## src/rtl/multicycle_datapath.sv

```systemverilog
`default_nettype none
// ============================================================================
// Module      : multicycle_datapath
// Description : Arithmetic datapath driven by the multicycle control unit.
//               Holds operands A..D and an accumulator, applies one add or
//               subtract step per enabled cycle, latches the final result on
//               the rising edge of done and flags control-sequence protocol
//               violations. Define MCDP_OVERFLOW_EN to add the sticky signed
//               overflow flag and its output port.
// Revision    : 1.0 - initial release
// ============================================================================
module multicycle_datapath #(
    parameter int WIDTH = 8
) (
    input  logic             clock,
    input  logic             reset,
    input  logic             ld_operands,
    input  logic [WIDTH-1:0] a_in,
    input  logic [WIDTH-1:0] b_in,
    input  logic [WIDTH-1:0] c_in,
    input  logic [WIDTH-1:0] d_in,
    input  logic             e,
    input  logic             s0,
    input  logic             s1,
    input  logic             s2,
    input  logic             add_or_sub,
    input  logic             done,
    output logic [WIDTH-1:0] result,
    output logic             result_valid,
    output logic             busy,
    output logic [2:0]       step_count,
    output logic             proto_err
`ifdef MCDP_OVERFLOW_EN
    ,
    output logic             overflow
`endif
);

    localparam logic [2:0] c_COUNT_MAX  = 3'd7;
    localparam logic [2:0] c_COUNT_GOOD = 3'd4;

    typedef enum logic [1:0] {
        ST_IDLE   = 2'd0,
        ST_ACCUM  = 2'd1,
        ST_RESULT = 2'd2
    } state_t;

    state_t           r_state;
    logic [WIDTH-1:0] r_a;
    logic [WIDTH-1:0] r_b;
    logic [WIDTH-1:0] r_c;
    logic [WIDTH-1:0] r_d;
    logic [WIDTH-1:0] r_acc;
    logic             r_done_prev;

    logic             w_done_rise;
    logic [WIDTH-1:0] w_a_eff;
    logic [WIDTH-1:0] w_operand;
    logic             w_sel_valid;
    logic [WIDTH-1:0] w_sum;
    logic [WIDTH-1:0] w_diff;
    logic [WIDTH-1:0] w_acc_step;
    logic [2:0]       w_count_inc;
    logic [WIDTH-1:0] w_acc_next;
    logic [2:0]       w_count_next;
    logic             w_err_next;
`ifdef MCDP_OVERFLOW_EN
    logic             r_overflow;
    logic             w_step_ovf;
    logic             w_ovf_next;
`endif

    // Operand selection, step arithmetic and next-state values for ACCUM
    always_comb begin
        w_done_rise = done & ~r_done_prev;
        // Write-through so a load step in the capture cycle sees the new A
        w_a_eff     = ld_operands ? a_in : r_a;
        w_sel_valid = ~(s2 & s1);
        case ({s2, s1})
            2'b00:   w_operand = r_b;
            2'b01:   w_operand = r_c;
            2'b10:   w_operand = r_d;
            default: w_operand = '0;
        endcase
        w_sum       = r_acc + w_operand;
        w_diff      = r_acc - w_operand;
        w_acc_step  = add_or_sub ? w_sum : w_diff;
        w_count_inc = (step_count == c_COUNT_MAX) ? c_COUNT_MAX : step_count + 3'd1;
`ifdef MCDP_OVERFLOW_EN
        if (add_or_sub)
            w_step_ovf = (r_acc[WIDTH-1] == w_operand[WIDTH-1]) &&
                         (w_sum[WIDTH-1] != r_acc[WIDTH-1]);
        else
            w_step_ovf = (r_acc[WIDTH-1] != w_operand[WIDTH-1]) &&
                         (w_diff[WIDTH-1] != r_acc[WIDTH-1]);
        w_ovf_next = r_overflow;
`endif

        w_acc_next   = r_acc;
        w_count_next = step_count;
        w_err_next   = proto_err;
        if (e) begin
            if (!s0) begin
                // Load step mid-sequence: restart from A, but flag it
                w_acc_next   = r_a;
                w_count_next = 3'd1;
                w_err_next   = 1'b1;
`ifdef MCDP_OVERFLOW_EN
                w_ovf_next   = 1'b0;
`endif
            end else begin
                w_count_next = w_count_inc;
                if (w_sel_valid) begin
                    w_acc_next = w_acc_step;
`ifdef MCDP_OVERFLOW_EN
                    w_ovf_next = r_overflow | w_step_ovf;
`endif
                end else begin
                    w_err_next = 1'b1;
                end
            end
        end
        // A well-formed sequence is exactly load plus three accumulate steps
        if (w_done_rise && (w_count_next != c_COUNT_GOOD))
            w_err_next = 1'b1;
    end

    // Control FSM with registered datapath and outputs
    always_ff @(posedge clock) begin
        if (reset) begin
            r_state      <= ST_IDLE;
            r_a          <= '0;
            r_b          <= '0;
            r_c          <= '0;
            r_d          <= '0;
            r_acc        <= '0;
            r_done_prev  <= 1'b0;
            result       <= '0;
            result_valid <= 1'b0;
            busy         <= 1'b0;
            step_count   <= 3'd0;
            proto_err    <= 1'b0;
`ifdef MCDP_OVERFLOW_EN
            r_overflow   <= 1'b0;
`endif
        end else begin
            r_done_prev  <= done;
            result_valid <= 1'b0;
            case (r_state)
                ST_IDLE: begin
                    if (ld_operands) begin
                        r_a <= a_in;
                        r_b <= b_in;
                        r_c <= c_in;
                        r_d <= d_in;
                    end
                    if (e) begin
                        if (!s0) begin
                            r_acc      <= w_a_eff;
                            step_count <= 3'd1;
                            proto_err  <= 1'b0;
`ifdef MCDP_OVERFLOW_EN
                            r_overflow <= 1'b0;
`endif
                            busy       <= 1'b1;
                            r_state    <= ST_ACCUM;
                        end else begin
                            proto_err <= 1'b1;
                        end
                    end
                end
                ST_ACCUM: begin
                    r_acc      <= w_acc_next;
                    step_count <= w_count_next;
                    proto_err  <= w_err_next;
`ifdef MCDP_OVERFLOW_EN
                    r_overflow <= w_ovf_next;
`endif
                    if (w_done_rise) begin
                        result       <= w_acc_next;
                        result_valid <= 1'b1;
                        busy         <= 1'b0;
                        r_state      <= ST_RESULT;
                    end
                end
                ST_RESULT: begin
                    r_state <= ST_IDLE;
                end
                default: begin
                    busy    <= 1'b0;
                    r_state <= ST_IDLE;
                end
            endcase
        end
    end

`ifdef MCDP_OVERFLOW_EN
    assign overflow = r_overflow;
`endif

endmodule
`default_nettype wire

```

## config.mk

```make
export PLATFORM = sky130hd
export DESIGN_NAME = multicycle_datapath
export DESIGN_NICKNAME = d
export VERILOG_FILES = /design/src/rtl/multicycle_datapath.sv
export SDC_FILE = /design/constraint.sdc
export NUM_CORES = 1
export LEC_CHECK = 0
export ABC_AREA = 1
export BUFFER_PORTS_ARGS = -buffer_cell sky130_fd_sc_hd__buf_2
export CORE_AREA = 3 3 83 85
export CTS_CLUSTER_DIAMETER = 100
export DETAILED_ROUTE_END_ITERATION = 10
export DIE_AREA = 0 0 86 88
export GPL_ROUTABILITY_DRIVEN = 0
export PLACE_DENSITY = 0.76
export SLEW_MARGIN = 20
export SYNTH_ARGS = -nofsm -noshare
export SYNTH_HDL_FRONTEND = slang
export SYNTH_SLANG_ARGS = --single-unit
```

## constraint.sdc

```tcl
create_clock -name clock -period 2.5 [get_ports clock]
set_input_delay 0.125 -clock clock [delete_from_list [all_inputs] [get_ports clock]]
set_output_delay 0.125 -clock clock [all_outputs]
set_load 0.01 [all_outputs]
```

# Yosys cells after proc, flatten, opt, wreduce, memory -nomap -nowiden
# Cells that the tools add are included.
# word_totals
regBits	57
latchBits	0
ramBits	0
mem_bits_ro	0
in_bits	41
output_inout_bits	14
elab_cells	73
n_memories	0
# op_classes
add_sub_neg	3
mul	0
div_mod_pow	0
magnitude_cmp	0
n_eq_ne	11
n_shift	0
n_mux	31
n_bitwise	5
n_reduce_logical	11
# op_table
op	count
$mux W8	7
$pmux W8 S3	1
$pmux W8 S2	1
$mux W3	5
$mux W1	10
$add A8 B8 Y8	1
$reduce_and A4 Y1	2
$sub A8 B8 Y8	1
$mux W2	3
$ne A2 B2 Y1 const B	3
$ne A3 B3 Y1 const B	2
$pmux W3 S2	1
$reduce_and A3 Y1	2
$eq A2 B1 Y1 const B	2
$eq A2 B2 Y1 const B	2
$logic_not A2 Y1	2
$ne A4 B4 Y1 const B	1
$pmux W2 S2	1
$reduce_and A2 Y1	2
$add A3 B1 Y3 const B	1
$eq A3 B3 Y1 const B	1
$not A1 Y1	3
$pmux W1 S3	1
$and A1 B1 Y1	2
4 further kinds	4

# Longest topological paths before layout
# Gate-level depths: netlist of run 1.
# depth
ltp_word	8
depth_mapped	20
depth_no_buf	20

# Worst setup path before layout of run 1
# Ideal clock, no wire load.
# synth_path
path_type	reg-to-reg
start	register r_b[1]
end	register r_acc[6]
setup_ns	0.134
t_arrival_ns	2.337
required_ns	2.366
slack_ns	0.029
path_stages_with_launch	19
path_buffers	0
synth_period_minus_slack_ns	2.471
cell_sequence	dfxtp_1 > inv_2 > nor2_1 > nor2_2 > ha_1 > nand2_1 > o21ai_0 > fa_1 > nand3_1 > nand2_1 > a21oi_1 > nor2_1 > nor2_1 > xor2_1 > nand2_1 > o211ai_1 > nand2_1 > o21ai_1 > a21oi_1
# synth_between
elab_chain_cells	7
elab_cells_between_ends	8
cone_classes	add/sub: 2; mux: 6
# synth_rtl
element	line	source
from (decl)	50	logic [WIDTH-1:0] r_b;
from (signal assigned)	153	r_b <= b_in;
$pmux W8 S3 *	79	case ({s2, s1})
$sub A8 B8 Y8 or $add A8 B8 Y8 (tied branches)	86, 85	
$mux W8 *	87	w_acc_step = add_or_sub ? w_sum : w_diff;
$mux W8 *	113	if (w_sel_valid) begin
$mux W8 *	103	if (!s0) begin
$mux W8 *	102	if (e) begin
$pmux W8 S2 *	149	case (r_state)
to (signal assigned)	159	r_acc <= w_a_eff;
to (signal assigned)	173	r_acc <= w_acc_next;
to (decl)	53	logic [WIDTH-1:0] r_acc;
# Every way passes the cells marked *; elsewhere a longest branch is shown, timed or not.
# A chain may end at the register's enable or synchronous reset.

# Worst setup path after layout of run 1
# layout_path
start	register r_d[1]
end	register r_acc[6]
# layout_between
elab_chain_cells	7
elab_cells_between_ends	8
cone_classes	add/sub: 2; mux: 6
# layout_rtl
element	line	source
from (decl)	52	logic [WIDTH-1:0] r_d;
from (signal assigned)	155	r_d <= d_in;
$pmux W8 S3 *	79	
$sub A8 B8 Y8 or $add A8 B8 Y8 (tied branches)	86, 85	
$mux W8 *	87	
$mux W8 *	113	
$mux W8 *	103	
$mux W8 *	102	
$pmux W8 S2 *	149	
# Marks and branches as above.

==> results of run 1 <==
[worst paths after layout]
path / end / cells past startpoint
worst max register to register: r_acc[6] / 19
worst min register to register: r_b[2] / 2
worst max-delay path: r_acc[6] / 19
worst min-delay path: r_done_prev / 3
[state kept, by name, indices dropped and copies added, names as in the netlist]
| register | cells |
|---|---|
| r_a | 8 |
| r_state | 2 |
| result_valid | 1 |
| result | 8 |
| r_done_prev | 1 |
| r_c | 8 |
| r_d | 8 |
| busy | 1 |
| proto_err | 1 |
| r_b | 8 |
| r_acc | 8 |
| step_count | 3 |
[critical path: cells and delay by family, from the launching register on]
| family | cells | cell delay (ns) |
|---|---|---|
| and+or+nand+nor | 10 | 0.78 |
| AOI/OAI and AO/OA | 5 | 0.58 |
| DFF | 1 | 0.35 |
| adders and majority gates | 1 | 0.34 |
| xor gates and xnor gates | 2 | 0.30 |
| buffers and inverters | 1 | 0.13 |
[layer usage]
layer	track usage, %	vias up
li1	-	1628
met1	24.1	1415
met2	41.1	122
met3	6.11	23
met4	9.35	0
met5	0	-
[cell usage in the layout (no fill, tap or decap), types with 3 or more instances in the layout]
cell type	netlist	final
inv_1	35	35
xnor2_1	4	4
o21ai_0	54	48
clkbuf_8	0	10
o21ai_1	5	11
xor2_1	6	5
ha_1	10	9
nor2_2	6	4
nand2_1	59	55
o211ai_1	7	7
dfxtp_2	0	4
nand2_2	4	7
buf_4	0	28
o221ai_1	3	3
nor2_4	1	5
dfxtp_1	57	53
nand3_1	24	17
buf_2	1	54
a21oi_2	1	5
inv_2	10	10
a21oi_1	42	38
nor2_1	83	81
nand3_2	6	13
[cell type report]
class | instances | area share, %
flip-flops and latches | 57 | 29.6
multi-input cells | 327 | 46.8
clock inverters | 3 | 0.452
well taps | 77 | 2.48
clock buffers | 12 | 3.74
inverters | 46 | 4.58
repair buffers | 82 | 12.4
[metrics by stage]
step                utilization, %  cell area, µm²  setup slack (ns)  hold WS [ns]  total power, mW
floorplan                        -            3110            0.0289         0.250             1.39
global placement              57.0            3580            -0.124         0.340             1.57
detailed placement            57.0            3580            -0.224         0.361             1.59
CTS                           60.8            3820            -0.105       0.00232             2.34
global route                  61.8            3880            -0.328        0.0200             2.50
finish                        61.8            3880            -0.101       0.00779             2.36
[power by group through the flow]
stage	Clock (mW)	Combinational [mW]	Sequential, mW
floorplan	0	0.359	1.03
global placement	0	0.532	1.04
detailed placement	0	0.548	1.04
CTS	0.753	0.567	1.02
global route	0.796	0.676	1.03
finish	0.743	0.595	1.02
[what timing repair did]
item / CTS / global route
pin swaps: 12 / 10
endpoints found under the setup margin: 7 / 13
gates resized for setup: 21 / 16
setup buffers: 0 / 2
[cells by family (layout without fill, tap and decap cells)]
group	after synthesis	in the layout
buffers and inverters	64	143
AO/OA/AOI/OAI	119	119
XOR/XNOR	10	10
AND/OR/NAND/NOR	187	187
adder cells (fa/ha/maj)	11	11
flip-flops	57	57
==> flow_summary.toml, run 1 <==
[synth]
synth-compound-area-share_pct = 20.8
syn_area_um2 = 3110
async_flop_share_pct = 0
synth_cell_types = 34
yosysTopAreaCell = "dfxtp_1"
synth_top_family_by_area = "simple AND/OR/NAND/NOR gates"
synthCells = 448
synthXorXnorAreaFrac_pct = 2.82
yosysMostFrequentCell = "nor2_1"
synth-simple-area-share_pct = 26.3
netlist.area_leader.share_pct = 36.7
syn_avg_cell_area_um2 = 6.93
synth_fa_ha_area_share_pct = 4.67
ys_warn_count = 0
synthMuxAreaShare_pct = 0
yosys-top-cells-count = "nor2_1, nand2_1, dfxtp_1"
synth_area_leaders = "dfxtp_1, nor2_1, o21ai_0, nand2_1, a21oi_1"
ys_seq_area_share_pct = 36.7
synth_top_flop_cell = "dfxtp_1"
syn_nets = 500
ys_seq_elements = 57
synth_edf_count = 0

[sta]
fmax_mhz = 385
tns_ns = -0.148
setup_viol = 4
slew_headroom_pct = 44.1
rsz0062_at_grt = "yes"
hold_viol = 0
skew_ns = 0.00766
min_period_over_period_pct = 104
drv_slew = 0
finalCriticalPeriod_ns = 2.60
tightest_slew_ns = 0.838
setup_ws_ns = -0.101

[clock_tree]
clock-sinks = 57
cts_tree = "built"
cts-buffers-inserted = 9
cts-root-buf = "clkbuf_8"
clkSlewWorstSetupHoldPaths_ns = 0.06
cts_htree_levels = 3
clk_latency_ns = 0.34
cts_max_path_buffers = 2
cts_hold_buf = 0

[floorplanning]
rows = 29
fp.dieW_um = 86
die_h_um = 88
die_area_um2 = 7570
floorplan.initialDensity_pct = 49.5
core_area_um2 = 6280
ios = 55

[outcome]
outcome = "finished, violations left"
violations = "setup timing"

[finish]
layout-drive-gt1-share_pct = 28.8
nNetsFinal = 575
synthToLayoutAreaGrowth_pct = 24.8
seqCellArea_um2 = 1150
nFillCells = 598
stdcell_count = 604
n_antenna_cell = 0
multi_input_area_um2 = 1810

[pwr]
ir_drop_uv = 503
p_sw_mw = 0.752
clkPwrFrac_pct = 31.5
p_per_area_nw_per_um2 = 609
seq_power_share_pct = 43.4
power.internal_mw = 1.61
p_comb_share_pct = 25.2
leakage_nw = 1.86
switching_share_pct = 31.8

[hold_path]
hold_class = "primary input to register"
min_from = "done"

[routing]
wl_met2_mm = 4.13
num_vias = 3188
wl_met1_mm = 3.24
wl_met3_um = 475
vias_per_cell = 5.28
highest_layer = "met4"
drt_first_iter_violations = 216
drt_wl_total_mm = 8.09
wire_per_inst_um = 13.4
dr.pass1.iters = 6
post-route-drc-count = 0
ant_nets = 0

[global_routing]
antenna_found_initial = 0
grt_max_degree = 40
grt_pass1_vias = 3029
grt_pass1_wl_mm = 13.3
grt_use_total_pct = 22.3
grt_overflow = 0

[worst_setup_path]
worst_path_most_repeated_cell = "nand2_1"
crit_fanout = 3
arrival_ns = 2.81
critical_path.startpoint_type = "register"
required_ns = 2.71
max_stage_delay_ns = 0.35
r2r_start = "r_d[1]"
crit_chain = "nand3_2, nand2_2, nor2_4, buf_4, nand3_2, nand2_4, xor2_2, ha_1, a21oi_2, nand2_1, a21oi_2, nor2_1, nor2_1, xor2_1, nand2_1, o211ai_1, nand2_1, o21ai_1, a21oi_1"
crit_start = "r_d[1]"
rrSetupSlack_ns = -0.10
worst-setup-path-type = "register to register"
crit_path_end_kind = "register"
cp_slowest_cell = "dfxtp_2"

[place]
dp_hpwl_mm = 5.85
placedCellCount = 587
portBuffers = 54

[flow_run]
maxCapViolCount = 0
Power figures use the tool's default switching activity.
==> run 2: changes to the inputs <==
CORE_AREA = 2 2 82 84   (was 3 3 83 85)
DIE_AREA = 0 0 84 86   (was 0 0 86 88)
SLEW_MARGIN = not set   (was 20)
clock period = 2.11 ns   (was 2.5 ns; I/O delays follow)
==> flow_summary.toml, run 2 (synthesis results as in run 1) <==
[finish]
layout-drive-gt1-share_pct = 32.5
final_cell_mix = "nor2_1, buf_2, nand2_1, dfxtp_1, o21ai_0"
final_common_cell = "nor2_1"
stdcell_count = 618
n_antenna_cell = 0
synthToLayoutAreaGrowth_pct = 32.2
nNetsFinal = 589

[sta]
hold_viol = 0
min_period_over_period_pct = 128
tightest_slew_ns = 0.866
fmax_mhz = 371
rsz0062_at_grt = "yes"
skew_ns = 0.00703
tns_ns = -5.46
slew_headroom_pct = 42.2
setup_viol = 14
setup_ws_ns = -0.583
drv_slew = 0
finalCriticalPeriod_ns = 2.69

[floorplanning]
die_area_um2 = 7220
core_area_um2 = 6280
floorplan.initialDensity_pct = 49.5
ios = 55
die_h_um = 86
rows = 29
fp.dieW_um = 84

[worst_setup_path]
rrSetupSlack_ns = -0.58
critical_path.startpoint_type = "register"
worst-setup-path-type = "register to register"
required_ns = 2.34
crit_fanout = 3
arrival_ns = 2.92
crit_path_end_kind = "register"

[place]
dp_hpwl_mm = 5.79
portBuffers = 54
post-place-ws_ns = -0.619
placedCellCount = 594

[global_routing]
grt_use_total_pct = 23.2
antenna_found_initial = 0
grt_pass1_wl_mm = 13.4
grt_pass1_vias = 3007
grt_max_degree = 39
grt_overflow = 0

[pwr]
p_per_area_nw_per_um2 = 741
seq_power_share_pct = 39.9
leakage_nw = 1.97
switching_share_pct = 30.3
p_sw_mw = 0.921
p_comb_share_pct = 26.5
power_mw = 3.04
clkPwrFrac_pct = 33.6
ir_drop_uv = 572
power.internal_mw = 2.12

[routing]
drt_wl_total_mm = 8.43
wire_per_inst_um = 13.6
post-route-drc-count = 0
num_vias = 3237
dr.pass1.iters = 4
ant_nets = 0
vias_per_cell = 5.24
drt_first_iter_violations = 192

[clock_tree]
clkSlewWorstSetupHoldPaths_ns = 0.06
cts-buffers-inserted = 9
clock-sinks = 57
cts_htree_levels = 3
cts_max_path_buffers = 2
cts-root-buf = "clkbuf_8"
cts_tree = "built"
clk_latency_ns = 0.35

[flow_run]
maxCapViolCount = 0

[outcome]
outcome = "finished, violations left"
violations = "setup timing"

[hold_path]
hold_class = "primary input to register"
-- run 2: cell types whose count changed in the layout (fill, tap and decap cells not counted), moves of 3 or more --
cell / delta
buf_4: +9
nand2_1: -3
buf_6: +3
nand2_2: +4
-- run 2: what timing repair did --
item	in CTS	in global routing
pin swaps	31	36
cloned	0	0
setup buffers	7	5
gates resized for setup	22	27
endpoints found under the hold margin	1	0
endpoints found under the setup margin	14	14
hold buffers	1	0
-- run 2: path summary, 6_finish.rpt --
kind / from / endpoint / cells after the start
max: r_d[0] / r_acc[6] / 17
min: b_in[4] / r_b[4] / 3
max reg2reg: r_d[0] / r_acc[6] / 17
min reg2reg: busy / busy / 2
-- run 2: layout make-up --
| type | instances | area (µm²) |
|---|---|---|
| clock inverters | 3 | 40.0 |
| multi-input cells | 327 | 1880 |
| flip-flops and latches | 57 | 1150 |
| well taps | 77 | 96.3 |
| fillers | 548 | 2170 |
| repair buffers | 96 | 612 |
| inverters | 46 | 178 |
| clock buffers | 12 | 155 |
-- run 2: power by group through the flow --
stage               clock network, mW  registers [mW]  logic (mW)
floorplan                           0            1.22       0.431
global placement                    0            1.23       0.647
detailed placement                  0            1.23       0.669
CTS                              1.04            1.21       0.720
global route                     1.09            1.22       0.893
finish                           1.02            1.21       0.807
-- run 2: layer usage --
layer  global-route usage (%)  routed length (µm)
met4                     12.3                 349
met1                     25.5                3330
met5                        0                   0
met2                     41.1                4310
met3                     6.35                 442
-- run 2: critical path, cell delays in order (launching register included) --
cell	delay [ns]
dfxtp_2	0.33
nand3_2	0.07
nand2_2	0.06
nor2_4	0.14
ha_4	0.17
nand3_4	0.08
o31ai_4	0.28
xnor2_2	0.11
ha_1	0.33
buf_4	0.14
buf_4	0.11
buf_4	0.12
xor2_1	0.13
nand2_1	0.07
o211ai_1	0.10
nand2_1	0.11
o21ai_1	0.14
a21oi_1	0.07
-- run 2: per-stage QoR --
stage | area, µm² | hold WS, ns | utilization, %
CTS | 3960 | 0.00392 | 63.1
detailed placement | 3660 | 0.328 | 58.3
global route | 4110 | 0.0197 | 65.4
global placement | 3660 | 0.319 | 58.3
finish | 4110 | 0.00734 | 65.4
floorplan | 3120 | 0.230 | -
